`src/rtl/div_iter_pkg.sv`:
```
// Shared definitions for the iterative divider: FSM state encoding, default width
// and the width of the step counter.
package div_pkg;

    typedef enum logic [1:0] {
        ST_IDLE,
        ST_CALC,
        ST_FIX,
        ST_DONE
    } div_state_e;

    localparam int unsigned DIV_W_DEFAULT = 32;

    // The counter must be able to hold WIDTH itself, not just WIDTH-1.
    function automatic int unsigned cnt_width(input int unsigned width);
        return $clog2(width + 1);
    endfunction

endpackage

```
`src/rtl/div_iter_if.sv`:
```
// Request/response bundle of the divider: operand handshake, flush and result handshake.
interface div_iter_if #(
    parameter int unsigned WIDTH = div_pkg::DIV_W_DEFAULT
);
    logic             in_valid;
    logic             in_ready;
    logic             is_signed;
    logic [WIDTH-1:0] operand1;
    logic [WIDTH-1:0] operand2;
    logic             cancel;
    logic             out_valid;
    logic             out_ready;
    logic [WIDTH-1:0] quotient;
    logic [WIDTH-1:0] remainder;
    logic             div_by_zero;
    logic             overflow;

    modport master (
        output in_valid, is_signed, operand1, operand2, cancel, out_ready,
        input  in_ready, out_valid, quotient, remainder, div_by_zero, overflow
    );

    modport slave (
        input  in_valid, is_signed, operand1, operand2, cancel, out_ready,
        output in_ready, out_valid, quotient, remainder, div_by_zero, overflow
    );
endinterface

```
`src/rtl/div_iter_clz.sv`:
```
// Combinational leading-zero count; an all-zero input yields WIDTH.
module div_clz
    import div_pkg::*;
#(
    parameter int unsigned WIDTH = DIV_W_DEFAULT
) (
    input  logic [WIDTH-1:0]             value,
    output logic [cnt_width(WIDTH)-1:0]  count
);
    localparam int unsigned CW = cnt_width(WIDTH);
    localparam logic [CW-1:0] CNT_ONE = CW'(1);

    logic found;

    always_comb begin
        count = '0;
        found = 1'b0;
        for (int unsigned i = 0; i < WIDTH; i++) begin
            if (!found) begin
                if (value[WIDTH-1-i]) begin
                    found = 1'b1;
                end else begin
                    count = count + CNT_ONE;
                end
            end
        end
    end
endmodule

```
`src/rtl/div_iter.sv`:
```
// Iterative radix-2 restoring divider with valid/ready handshakes, flush, and flagged
// divide-by-zero / signed-overflow results. Define DIV_EARLY_OUT_EN to skip leading zeros.
module div_iter
    import div_pkg::*;
#(
    parameter int unsigned WIDTH = DIV_W_DEFAULT
) (
    input logic       clk,
    input logic       rst,
    div_iter_if.slave bus
);
    localparam int unsigned CW = cnt_width(WIDTH);
    localparam logic [CW-1:0]    CNT_ONE  = CW'(1);
    localparam logic [CW-1:0]    CNT_LAST = CW'(WIDTH);
    localparam logic [WIDTH-1:0] MIN_VAL  = {1'b1, {(WIDTH-1){1'b0}}};
    localparam logic [WIDTH-1:0] LSB_ONE  = WIDTH'(1);

    div_state_e state, state_next;

    logic [CW-1:0]    count;
    logic [2*WIDTH:0] part;
    logic [WIDTH-1:0] divisor;
    logic             sign_a;
    logic             sign_b;
    logic             mode_signed;
    logic [WIDTH-1:0] q_res;
    logic [WIDTH-1:0] r_res;
    logic             dbz_res;
    logic             ovf_res;

    logic             accept;
    logic             take_zero;
    logic             take_ovf;
    logic             skip_calc;
    logic [WIDTH-1:0] mag_a;
    logic [WIDTH-1:0] mag_b;
    logic [WIDTH-1:0] start_low;
    logic [CW-1:0]    start_count;
    logic [2*WIDTH:0] shifted;
    logic [2*WIDTH:0] part_step;
    logic [WIDTH:0]   trial;
    logic [WIDTH-1:0] q_fix;
    logic [WIDTH-1:0] r_fix;

    always_comb begin
        accept    = bus.in_valid && (state == ST_IDLE) && !rst && !bus.cancel;
        take_zero = (bus.operand2 == '0);
        take_ovf  = bus.is_signed && (bus.operand1 == MIN_VAL) && (bus.operand2 == '1);
        mag_a     = (bus.is_signed && bus.operand1[WIDTH-1]) ? -bus.operand1 : bus.operand1;
        mag_b     = (bus.is_signed && bus.operand2[WIDTH-1]) ? -bus.operand2 : bus.operand2;
    end

`ifdef DIV_EARLY_OUT_EN
    logic [CW-1:0] lead;

    div_clz #(.WIDTH(WIDTH)) u_clz (
        .value (mag_a),
        .count (lead)
    );

    // Leading zeros of the dividend only produce zero quotient bits, so they are
    // consumed up front by pre-shifting and starting the counter at their count.
    always_comb begin
        start_low   = mag_a << lead;
        start_count = lead;
        skip_calc   = (lead == CNT_LAST);
    end
`else
    always_comb begin
        start_low   = mag_a;
        start_count = '0;
        skip_calc   = 1'b0;
    end
`endif

    // The upper half stays below 2*divisor, so bit WIDTH of the trial is its sign.
    always_comb begin
        shifted   = part << 1;
        trial     = shifted[2*WIDTH:WIDTH] - {1'b0, divisor};
        part_step = shifted;
        if (!trial[WIDTH]) begin
            part_step = {trial, shifted[WIDTH-1:0] | LSB_ONE};
        end
        q_fix = part[WIDTH-1:0];
        r_fix = part[2*WIDTH-1:WIDTH];
        if (mode_signed && (sign_a ^ sign_b)) begin
            q_fix = -part[WIDTH-1:0];
        end
        if (mode_signed && sign_a) begin
            r_fix = -part[2*WIDTH-1:WIDTH];
        end
    end

    always_ff @(posedge clk) begin
        if (rst) begin
            state <= ST_IDLE;
        end else begin
            state <= state_next;
        end
    end

    always_comb begin
        state_next = state;
        case (state)
            ST_IDLE: begin
                if (accept) begin
                    if (take_zero || take_ovf) begin
                        state_next = ST_DONE;
                    end else if (skip_calc) begin
                        state_next = ST_FIX;
                    end else begin
                        state_next = ST_CALC;
                    end
                end
            end
            ST_CALC: begin
                if (bus.cancel) begin
                    state_next = ST_IDLE;
                end else if (count + CNT_ONE == CNT_LAST) begin
                    state_next = ST_FIX;
                end
            end
            ST_FIX: begin
                state_next = bus.cancel ? ST_IDLE : ST_DONE;
            end
            ST_DONE: begin
                if (bus.cancel || bus.out_ready) begin
                    state_next = ST_IDLE;
                end
            end
            default: state_next = ST_IDLE;
        endcase
    end

    always_ff @(posedge clk) begin
        if (rst) begin
            count       <= '0;
            part        <= '0;
            divisor     <= '0;
            sign_a      <= 1'b0;
            sign_b      <= 1'b0;
            mode_signed <= 1'b0;
            q_res       <= '0;
            r_res       <= '0;
            dbz_res     <= 1'b0;
            ovf_res     <= 1'b0;
        end else begin
            case (state)
                ST_IDLE: begin
                    if (accept) begin
                        mode_signed <= bus.is_signed;
                        sign_a      <= bus.is_signed && bus.operand1[WIDTH-1];
                        sign_b      <= bus.is_signed && bus.operand2[WIDTH-1];
                        divisor     <= mag_b;
                        part        <= {{(WIDTH+1){1'b0}}, start_low};
                        count       <= start_count;
                        if (take_zero) begin
                            q_res   <= '1;
                            r_res   <= bus.operand1;
                            dbz_res <= 1'b1;
                        end else if (take_ovf) begin
                            q_res   <= bus.operand1;
                            r_res   <= '0;
                            ovf_res <= 1'b1;
                        end
                    end
                end
                ST_CALC: begin
                    part  <= part_step;
                    count <= count + CNT_ONE;
                end
                ST_FIX: begin
                    if (!bus.cancel) begin
                        q_res <= q_fix;
                        r_res <= r_fix;
                    end
                end
                ST_DONE: begin
                    if (bus.cancel || bus.out_ready) begin
                        q_res   <= '0;
                        r_res   <= '0;
                        dbz_res <= 1'b0;
                        ovf_res <= 1'b0;
                    end
                end
                default: ;
            endcase
        end
    end

    always_comb begin
        bus.in_ready    = (state == ST_IDLE) && !rst;
        bus.out_valid   = (state == ST_DONE);
        bus.quotient    = q_res;
        bus.remainder   = r_res;
        bus.div_by_zero = dbz_res;
        bus.overflow    = ovf_res;
    end
endmodule
```
`src/flat_wrapper.sv`:
```
// flat-port wrapper written by rule: the top's interface ports become plain ports
module div_iter_flat import div_pkg::*;
#(
    parameter int unsigned WIDTH = DIV_W_DEFAULT
)
  (clk, rst, bus_in_valid, bus_is_signed, bus_operand1, bus_operand2, bus_cancel, bus_out_ready, bus_in_ready, bus_out_valid, bus_quotient, bus_remainder, bus_div_by_zero, bus_overflow);
  div_iter_if #(.WIDTH(WIDTH)) bus_i ();
  input logic clk;
  input logic rst;
  input wire logic [$bits(bus_i.in_valid)-1:0] bus_in_valid;
  input wire logic [$bits(bus_i.is_signed)-1:0] bus_is_signed;
  input wire logic [$bits(bus_i.operand1)-1:0] bus_operand1;
  input wire logic [$bits(bus_i.operand2)-1:0] bus_operand2;
  input wire logic [$bits(bus_i.cancel)-1:0] bus_cancel;
  input wire logic [$bits(bus_i.out_ready)-1:0] bus_out_ready;
  output wire logic [$bits(bus_i.in_ready)-1:0] bus_in_ready;
  output wire logic [$bits(bus_i.out_valid)-1:0] bus_out_valid;
  output wire logic [$bits(bus_i.quotient)-1:0] bus_quotient;
  output wire logic [$bits(bus_i.remainder)-1:0] bus_remainder;
  output wire logic [$bits(bus_i.div_by_zero)-1:0] bus_div_by_zero;
  output wire logic [$bits(bus_i.overflow)-1:0] bus_overflow;
  assign bus_i.in_valid = bus_in_valid;
  assign bus_i.is_signed = bus_is_signed;
  assign bus_i.operand1 = bus_operand1;
  assign bus_i.operand2 = bus_operand2;
  assign bus_i.cancel = bus_cancel;
  assign bus_i.out_ready = bus_out_ready;
  assign bus_in_ready = bus_i.in_ready;
  assign bus_out_valid = bus_i.out_valid;
  assign bus_quotient = bus_i.quotient;
  assign bus_remainder = bus_i.remainder;
  assign bus_div_by_zero = bus_i.div_by_zero;
  assign bus_overflow = bus_i.overflow;
  div_iter #(.WIDTH(WIDTH)) u_core (.clk(clk), .rst(rst), .bus(bus_i));
endmodule
```
`config.mk`:
```
export PLATFORM = sky130hd
export DESIGN_NAME = div_iter_flat
export DESIGN_NICKNAME = d
export VERILOG_FILES = /design/src/rtl/div_iter_pkg.sv /design/src/rtl/div_iter_if.sv /design/src/rtl/div_iter_clz.sv /design/src/rtl/div_iter.sv /design/src/flat_wrapper.sv
export SDC_FILE = /design/constraint.sdc
export NUM_CORES = 1
export LEC_CHECK = 0
export ABC_CLOCK_PERIOD_IN_PS = 3600
export CORE_MARGIN = 10
export CORE_UTILIZATION = 30
export DETAILED_ROUTE_END_ITERATION = 10
export GPL_TIMING_DRIVEN = 0
export REMOVE_ABC_BUFFERS = 1
export SETUP_SLACK_MARGIN = 0.4
export SLEW_MARGIN = 20
export SYNTH_ARGS = -nofsm -noshare
export SYNTH_HDL_FRONTEND = slang
export SYNTH_SLANG_ARGS = --single-unit
```
`constraint.sdc`:
```
create_clock -name clk -period 3.6 [get_ports clk]
set_clock_uncertainty 0.15 [all_clocks]
set_input_delay 0.72 -clock clk [delete_from_list [all_inputs] [get_ports clk]]
set_output_delay 0.72 -clock clk [all_outputs]
set_load 0.02 [all_outputs]
```
* Word-level counts from Yosys, hierarchy flattened
Index checks and enable logic that the tools add are counted.
Widths: inputs -> output; s select.
** Storage, ports and cells
- Word-level logic and storage cells :: 92
- Output and inout port bits :: 68
- Flip-flop bits (word level) :: 173
- Input port bits :: 70
** Cells by class
- Bitwise gates (word level) :: 1
- Add/sub/neg operators :: 6
- Reductions and logical operators :: 25
- Equality and inequality tests :: 14
- Mux-type cells :: 35
** Operators with widths (count)
- $mux 32 :: 13
- $pmux 32 s3 :: 2
- $mux 64 :: 2
- $neg 32->32 :: 4
- $pmux 64 s2 :: 1
- $eq 32x32->1 const B :: 2
- $sub 33x32->33 :: 1
- $logic_not 32->1 :: 1
- $mux 2 :: 6
- $pmux 6 s2 :: 1
- $logic_and 1x1->1 :: 10
- $reduce_and 5->1 :: 2
- $ne 2x1->1 const B :: 4
- $pmux 2 s4 :: 1
- $add 6x1->6 const B :: 1
- $eq 6x6->1 const B :: 1
- $mux 1 :: 6
- $mux 6 :: 1
- $eq 2x2->1 const B :: 2
- $ne 2x2->1 const B :: 2
- $pmux 1 s2 :: 2
- $reduce_and 2->1 :: 2
- $reduce_and 4->1 :: 1
- $reduce_bool 2->1 :: 2
- other kinds (9) :: 11

* Logic depth before layout (Yosys ltp)
Gate-level depths: netlist of the first run.
- Word-level depth :: 7
- Mapped depth :: 13
- Mapped depth without buffers :: 12

* Worst setup path after synthesis of the first run
Ideal clock, no wire load.
- Path type :: input to register
- Start :: input port bus_operand2[3]
- End :: register u_core.r_res[4], in the netlist u_core.bus.remainder[4]
- Path buffers :: 3
- Stages on the path :: 10
- Data required time :: 3.310 ns
- Arrival time :: 2.833 ns
- Path slack :: 0.477 ns
- Cells stage by stage :: or4_1 -> nor3b_2 -> and3_1 -> and3_1 -> buf_2 -> a41oi_1 -> o21ai_4 -> buf_4 -> buf_2 -> a211oi_1
** Between the ends
- Cells in the longest elaborated chain, start to end :: 4
** Ends and longest elaborated chain
- start: declaration :: RTL line flat_wrapper.sv:13 : input wire logic [$bits(bus_i.operand2)-1:0] bus_operand2;
- $eq 32x32->1 / $logic_not 32->1 (equally long branches) :: RTL line div_iter.sv:48, div_iter.sv:47
- $logic_and 1x1->1 / $mux 32 (equally long branches) :: RTL line div_iter.sv:48, div_iter.sv:157
- $ne 3x1->1 (no line) / $mux 32 (equally long branches)
- $reduce_and 5->1 (no line) / $pmux 32 s3 (equally long branches)
- end signal: assignment :: RTL line div_iter.sv:159 : r_res <= bus.operand1;
- end signal: assignment :: RTL line div_iter.sv:175 : r_res <= r_fix;
- end: declaration :: RTL line div_iter.sv:27 : logic [WIDTH-1:0] r_res;
Parallel ways exist; a longest one is shown, timed or not. The select of a mux whose other input is x is not followed.
A chain may end at the register's enable or synchronous reset.

* Worst setup path in the final report of the first run
- Start :: register u_core.part[6]
- End :: register u_core.q_res[31], in the netlist u_core.bus.quotient[31]
** Between the ends
- Cells in the longest elaborated chain, start to end :: 4
** Ends and longest elaborated chain
- start: declaration :: RTL line div_iter.sv:21 : logic [2*WIDTH:0] part;
- start signal: assignment :: RTL line div_iter.sv:155 : part <= {{(WIDTH+1){1'b0}}, start_low};
- start signal: assignment :: RTL line div_iter.sv:169 : part <= part_step;
- $neg 32->32 :: RTL line div_iter.sv:87 : q_fix = -part[WIDTH-1:0];
- $mux 32 :: RTL line div_iter.sv:86 : if (mode_signed && (sign_a ^ sign_b)) begin
- $mux 32 :: RTL line div_iter.sv:173 : if (!bus.cancel) begin
- $pmux 32 s3 :: RTL line div_iter.sv:148 : case (state)
- end signal: assignment :: RTL line div_iter.sv:162 : q_res <= bus.operand1;
- end signal: assignment :: RTL line div_iter.sv:174 : q_res <= q_fix;
- end: declaration :: RTL line div_iter.sv:26 : logic [WIDTH-1:0] q_res;
Every way passes these cells. The select of a mux whose other input is x is not followed.

==> flow_summary_export.csv, run 1 <==
group,metric,value,unit
timing,slew_headroom,30.51,%
synth,ys_warn_count,0,
critical_path,worstPathRequired,3.80,ns
global_route,met3_usage,3.008,%
floorplan,num_io_pins,138,
synth,synth-main-ff-cell,"dfxtp_1",
flow_run,drv_cap,0,
critical_path,r2r_slack,0.46,ns
route,wl_per_cell,17.94,um
critical_path,critical_path_class,"flop to flop",
floorplan,die_h,216.5,um
timing,max_freq,318.0,MHz
timing,timing.final.crit_share,87.35,%
clock_tree,cts_root_buf,"clkbuf_16",
timing,hold_viol,0,
route,final_antenna_net_count,0,
synth,synth_edf_count,0,
floorplan,core_region_area,37840,sq um
timing,finalWorstSetupSlack,0.4553,ns
global_route,met2_usage,26.62,%
finish,final_nets,1767,
timing,setup_viol,0,
critical_path,crit_path_max_incr_delay,0.66,ns
clock_tree,cts_hold_buf,0,
timing,finalCriticalPeriod,3.145,ns
critical_path,cp_slowest_cell,"or4_1",
floorplan,die_w,216.5,um
placement,place_inst,2094,
global_route,grt_first_pass_wirelength,61.87,mm
clock_tree,tritoncts,"yes",
clock_tree,clk_pin_slew,0.07,ns
placement,portBuffers,137,
critical_path,cp-start-kind,"flop",
placement,place_ws,-1.787,ns
placement,dp_hpwl,28.22,mm
critical_path,rr_startpoint,"u_core.part[6]",
finish,drive_gt1_share,14.06,%
clock_tree,clock_latency,0.45,ns
synth,synthAdderAreaFrac,4.277,%
synth,ys_ff_latch,173,
route,drt_wl_total,39.15,mm
critical_path,path_cells,"or4_1 -> nor4b_4 -> and3b_1 -> a41oi_1 -> xnor2_1 -> o21ai_0 -> o21ai_0 -> a311oi_1",
synth,synth_area_per_cell,7.577,sq um
finish,area_delta_synth_final,30.32,%
route,viasPerCell,5.257,
hold_path,min-delay-start,"u_core.divisor[31]",
hold_path,whs_endpoint,"u_core.divisor[31]",
critical_path,crit_path_max_fanout,7,
placement,gp_congestion,0.8623,
synth,synthMuxAreaShare,2.873,%
floorplan,start_util,30.61,%
critical_path,crit_start,"u_core.part[6]",
clock_tree,cts.sinks,173,
synth,synth_xor_area_share,11.33,%
clock_tree,cts_buffer_depth,2,
global_route,grt_max_degree,84,
global_route,grt_pass1_vias,11060,
route,drt_pass1_iterations,5,
pwr,ir_drop,0.3588,mV
timing,tightest_slew,1.042,ns
critical_path,r2r_end,"u_core.bus.quotient[31]",
pwr,power.density,544.1,nW/um^2
hold_path,hold_class,"flop to flop",
timing,rsz0062_at_grt,"true",
pwr,cellLeakagePower,5.438,nW
synth,synthCells,1529,
synth,netlist_area,11580,sq um
synth,async_flop_share,0,%
outcome,status,"completed",
synth,ys_types,64,
clock_tree,htree_num_levels,4,
global_route,grt_util_all_layers,16.11,%
synth,synth_compound_area_share,26.15,%
critical_path,arrival,3.35,ns
critical_path,reg2reg_depth,8,
synth,synth_top_family_by_area,"compound AO/OA/AOI/OAI gates",
global_route,antenna_found_initial,5,
route,vias,11480,
critical_path,cp-end-kind,"flop",
global_route,top_usage_layer,"met2",
hold_path,min_path_cells,2,
global_route,gr-total-overflow,0,
floorplan,rows,71,
finish,stdcell_count,2183,
route,drt_iter0_drc,977,
global_route,use_met1,20.67,%
critical_path,cpMostUsedCell,"o21ai_0",
synth,synth-seq-area-share,29.90,%
route,drc,0,
clock_tree,cts_made_buffers,17,
timing,drv_slew,0,
floorplan,die_area,46880,sq um
synth,synthSimpleGateAreaFrac,19.70,%
[worst max-delay path, delay by kind of cell, from the launching register on]
| family | cells | cell delay, ns |
|---|---|---|
| AND/OR/NAND/NOR | 3 | 1.42 |
| flip-flops | 1 | 0.38 |
| XOR/XNOR | 1 | 0.18 |
| AO/OA/AOI/OAI | 4 | 0.95 |
[logic make-up (layout without fill, tap and decap cells)]
| kind of cell | after synthesis | in the layout |
|---|---|---|
| simple gates | 489 | 489 |
| compound gates | 481 | 482 |
| flops | 173 | 173 |
| buf+inv | 165 | 306 |
| xor+xnor | 149 | 149 |
| fa+ha+maj | 39 | 39 |
| mux | 33 | 33 |
| other cells | 0 | 1 |
[per-layer routing]
layer / vias up / part of all wire, % / wire length [um]
met3: 52 / 4.7 / 1823
met5: - / 0.087 / 34
met1: 5402 / 47 / 18270
li1: 5739 / - / -
met2: 277 / 46 / 18160
met4: 6 / 2.2 / 867
[registers in the layout, summed over array words and instances (netlist names)]
| register | flops |
|---|---|
| u_core.mode_signed | 1 |
| u_core.state | 2 |
| u_core.bus.quotient | 32 |
| u_core.divisor | 32 |
| u_core.bus.div_by_zero | 1 |
| u_core.sign_b | 1 |
| u_core.count | 6 |
| u_core.sign_a | 1 |
| u_core.bus.overflow | 1 |
| u_core.bus.remainder | 32 |
| u_core.part | 64 |
[worst max path at each step]
stage               slack [ns]  depth (start not counted)                       to
finish                    0.46                          8  u_core.bus.quotient[31]
global route              0.18                         11          u_core.part[61]
CTS                       0.39                         12   u_core.bus.quotient[7]
detailed placement       -1.79                         13   u_core.bus.quotient[7]
global placement         -7.17                          7  u_core.bus.quotient[29]
floorplan                -1.06                          6  u_core.bus.quotient[10]
[cells in the mapped netlist, drive strengths merged (11+ instances only)]
cell type | count | area share, %
or3 | 33 | 1.8
clkbuf | 73 | 2.4
a21oi | 123 | 5.3
a211oi | 58 | 4.0
buf | 22 | 1.1
nor4 | 13 | 0.92
nor3 | 35 | 1.6
xor2 | 69 | 5.3
dfxtp | 173 | 30
nand3 | 13 | 0.56
a22oi | 53 | 3.4
nand2 | 150 | 4.9
mux2i | 31 | 2.7
nand4 | 14 | 0.76
a221oi | 15 | 1.1
a31oi | 14 | 0.76
and2 | 11 | 0.59
o21ai | 144 | 6.3
ha | 38 | 4.1
o31ai | 18 | 1.2
xnor2 | 80 | 6.0
nor2 | 172 | 5.6
or4 | 15 | 0.97
inv | 70 | 2.3
[area by class of cell]
cell class,instances,area (sq um)
inverters,70,266.5
repair inverters,1,5.005
clock buffers,18,439.2
flip-flops and latches,173,3478
diodes,1,2.502
well taps,511,639.4
repair buffers,203,2128
clock inverters,14,155.1
fillers,3894,22750
multi-input cells,1192,7983
[power breakdown]
group          internal (mW)  switching, mW  total, mW
logic                   1.94           2.12       4.06
registers               2.07          0.178       2.25
clock network           1.05          0.852       1.91
[metrics by stage]
stage | utilization [%] | TNS (ns) | power, mW | area (sq um) | hold slack, ns
floorplan | - | -76.40 | 4.553 | 11180 | 0.2758
global route | 39.89 | 0 | 8.713 | 15100 | 0.3348
CTS | 39.08 | 0 | 7.893 | 14790 | 0.3040
finish | 39.89 | 0 | 8.215 | 15100 | 0.3019
global placement | 34.85 | -999.55 | 5.423 | 13190 | 0.2958
detailed placement | 35.73 | -99.30 | 5.560 | 13520 | 0.2951
[layout by cell type (no fill, tap or decap), types with 9 or more instances in the layout]
cell type	n
a211oi_1	50
a21oi_1	118
a221oi_1	15
a22oi_1	53
a31oi_1	13
and2_1	11
buf_4	40
clkbuf_16	20
clkbuf_2	23
clkdlybuf4s50_1	91
dfxtp_1	163
dfxtp_2	9
dlygate4sd2_1	9
ha_1	31
inv_1	68
mux2i_1	30
nand2_1	146
nand3_1	13
nand4_1	14
nor2_1	166
nor3_1	29
o21ai_0	130
o21ai_1	12
o31ai_1	17
or3_1	30
or4_4	11
xnor2_1	80
xor2_1	68
[timing repair]
action                                  CTS  global route
pin swaps                                23            26
cloned                                    6             2
buffers inserted                         35            13
endpoints found under the setup margin  106            93
resized for setup                       126           106
(Power assumes the default switching activity.)
==> run 2, diff against run 1 <==
PLACE_DENSITY = 0.53   (was unset)
==> run 2 against run 1 <==
Effect of this change: sequential power is essentially flat; sequential cell count is the same; clock power is essentially flat; first-iteration DRC count shrank 24%; clock-buffer cell count shrank 1; die area is the same; cell area is essentially flat; utilization is essentially flat; setup slack gained 0.043 ns; sequential share of layout area is essentially flat; maximum frequency grew 1.4%; critical endpoint is now bus_in_ready; largest cell class unchanged.
==> flow_summary_export.csv, run 2 (same netlist as run 1, synthesis figures left out) <==
group,metric,value,unit
outcome,status,"completed",
critical_path,cp-end-kind,"primary output",
floorplan,die_h,216.5,um
critical_path,crit_path_max_fanout,76,
floorplan,start_util,30.61,%
pwr,power,8.277,mW
global_route,grt_util_all_layers,16.55,%
route,drc,0,
critical_path,crit_family,"buffers and inverters",
floorplan,core_region_area,37840,sq um
placement,place_ws,-1.309,ns
floorplan,die_w,216.5,um
route,final_antenna_net_count,0,
finish,final_cell_mix,"nor2_1, dfxtp_1, nand2_1, o21ai_0, a21oi_1",
placement,gp_congestion,0.8147,
pwr,power.density,548.3,nW/um^2
critical_path,critPathBufInv,3,
critical_path,cp-start-kind,"input port",
global_route,grt_max_degree,77,
global_route,gr-total-overflow,0,
finish,top_register,"u_core.part",
route,viasPerCell,5.234,
clock_tree,clk_pin_slew,0.07,ns
global_route,grt_pass1_vias,11070,
timing,max_freq,322.4,MHz
finish,fill_cells,3957,
finish,utilization,39.89,%
timing,hold_viol,0,
pwr,ir_drop,0.3098,mV
finish,drive_gt1_share,12.42,%
clock_tree,cts.sinks,173,
timing,slew_headroom,45.70,%
finish,area_delta_synth_final,30.31,%
clock_tree,tritoncts,"yes",
critical_path,cp_slowest_cell,"clkdlybuf4s50_1",
hold_path,hold_class,"flop to flop",
timing,finalWorstSetupSlack,0.4986,ns
critical_path,arrival,2.23,ns
placement,portBuffers,137,
flow_run,drv_cap,0,
clock_tree,htree_num_levels,4,
critical_path,worstPathRequired,2.73,ns
placement,dp_hpwl,28.61,mm
timing,finalCriticalPeriod,3.101,ns
timing,tns,0,ns
critical_path,path_cells,"buf_6 -> buf_16 -> nor3_2 -> clkdlybuf4s50_1",
critical_path,critical_path_class,"input port to primary output",
timing,setup_viol,0,
clock_tree,cts_root_buf,"clkbuf_16",
route,drt_iter0_drc,746,
timing,rsz0062_at_grt,"true",
route,drt_wl_total,39.75,mm
floorplan,rows,71,
clock_tree,cts_buffer_depth,2,
timing,timing.final.crit_share,86.15,%
global_route,grt_first_pass_wirelength,63.37,mm
critical_path,crit_path_max_incr_delay,0.57,ns
timing,holdWs,0.3088,ns
route,wl_per_cell,18.24,um
finish,final_nets,1762,
floorplan,die_area,46880,sq um
finish,largest_reg_flops,64,
finish,final_common_cell,"nor2_1",
timing,drv_slew,0,
pwr,cellLeakagePower,5.420,nW
route,drt_pass1_iterations,5,
clock_tree,cts_made_buffers,17,
global_route,antenna_found_initial,2,
timing,tightest_slew,0.8126,ns
route,vias,11410,
floorplan,num_io_pins,138,
clock_tree,clock_latency,0.44,ns
## run 2: cell count changes in the layout (fill, tap and decap cells not counted), sizes merged
cell           previous run  this run
clkdlybuf4s50            91        93
bufbuf                    4         3
nor2                    172       173
o21ai                   145       144
diode                     1         2
dlymetal6s2s              5         9
clkdlybuf4s15             2         3
dlygate4sd2               9        22
clkinv                    4         5
buf                      66        58
clkbuf                   44        27
## run 2: stage by stage
| step | cell area (sq um) | cells |
|---|---|---|
| 2_1_floorplan | 11180 | 1434 |
| 3_3_place_gp | 13190 | 2082 |
| 3_5_place_dp | 13560 | 2095 |
| 4_1_cts | 14700 | 2161 |
| 5_1_grt | 15100 | 2179 |
| 6_report | 15100 | 2179 |
## run 2: final timing paths
path                      startpoint                 end  slack, ns  cells after the start
hold / removal    u_core.divisor[31]  u_core.divisor[31]       0.31                      2
hold reg to reg   u_core.divisor[31]  u_core.divisor[31]       0.31                      2
setup reg to reg     u_core.part[31]     u_core.part[33]       0.53                     14
setup / recovery                 rst        bus_in_ready       0.50                      4
## run 2: worst register-to-register path, stage by stage, from the launching register on
cell and delay [ns]:
dfxtp_2 0.37, inv_4 0.07, ha_4 0.17, fa_2 0.36
nand2b_4 0.16, a21oi_4 0.17, nor3_4 0.07, nor3b_2 0.20
nor2_2 0.07, a41oi_2 0.29, xor2_4 0.19, buf_12 0.15
buf_16 0.13, mux2_2 0.33, o21ai_1 0.12
## run 2: layout make-up
cell class | instances | area [sq um] | area share (%)
diodes | 2 | 5.005 | 0.03315
inverters | 70 | 269.0 | 1.782
clock inverters | 15 | 160.2 | 1.061
multi-input cells | 1192 | 7948 | 52.65
clock buffers | 17 | 425.4 | 2.818
well taps | 511 | 639.4 | 4.235
flip-flops and latches | 173 | 3480 | 23.05
repair inverters | 1 | 5.005 | 0.03315
repair buffers | 198 | 2165 | 14.34
## run 2: power breakdown
| part | internal, mW | total (mW) | switching [mW] |
|---|---|---|---|
| clock | 1.03 | 1.90 | 0.862 |
| sequential | 2.07 | 2.26 | 0.185 |
| combinational | 1.99 | 4.12 | 2.14 |
| total | 5.09 | 8.28 | 3.18 |
## run 2: repair_timing
item | 4_1_cts | 5_1_grt
endpoints found under the hold margin | 0 | 0
gates resized for setup | 89 | 90
cloned | 6 | 1
hold buffers | 0 | 0
setup endpoints to repair | 109 | 102
buffers inserted | 28 | 14
pin swaps | 13 | 29
## run 2: per-layer routing
| metal | global-route usage (%) | up-vias | share of wire, % |
|---|---|---|---|
| met2 | 27.30 | 254 | 47 |
| met4 | 3.402 | 0 | 1.3 |
| met5 | 0 | - | 0 |
| met3 | 2.730 | 30 | 4.4 |
| met1 | 22.21 | 5384 | 47 |
| li1 | - | 5737 | - |
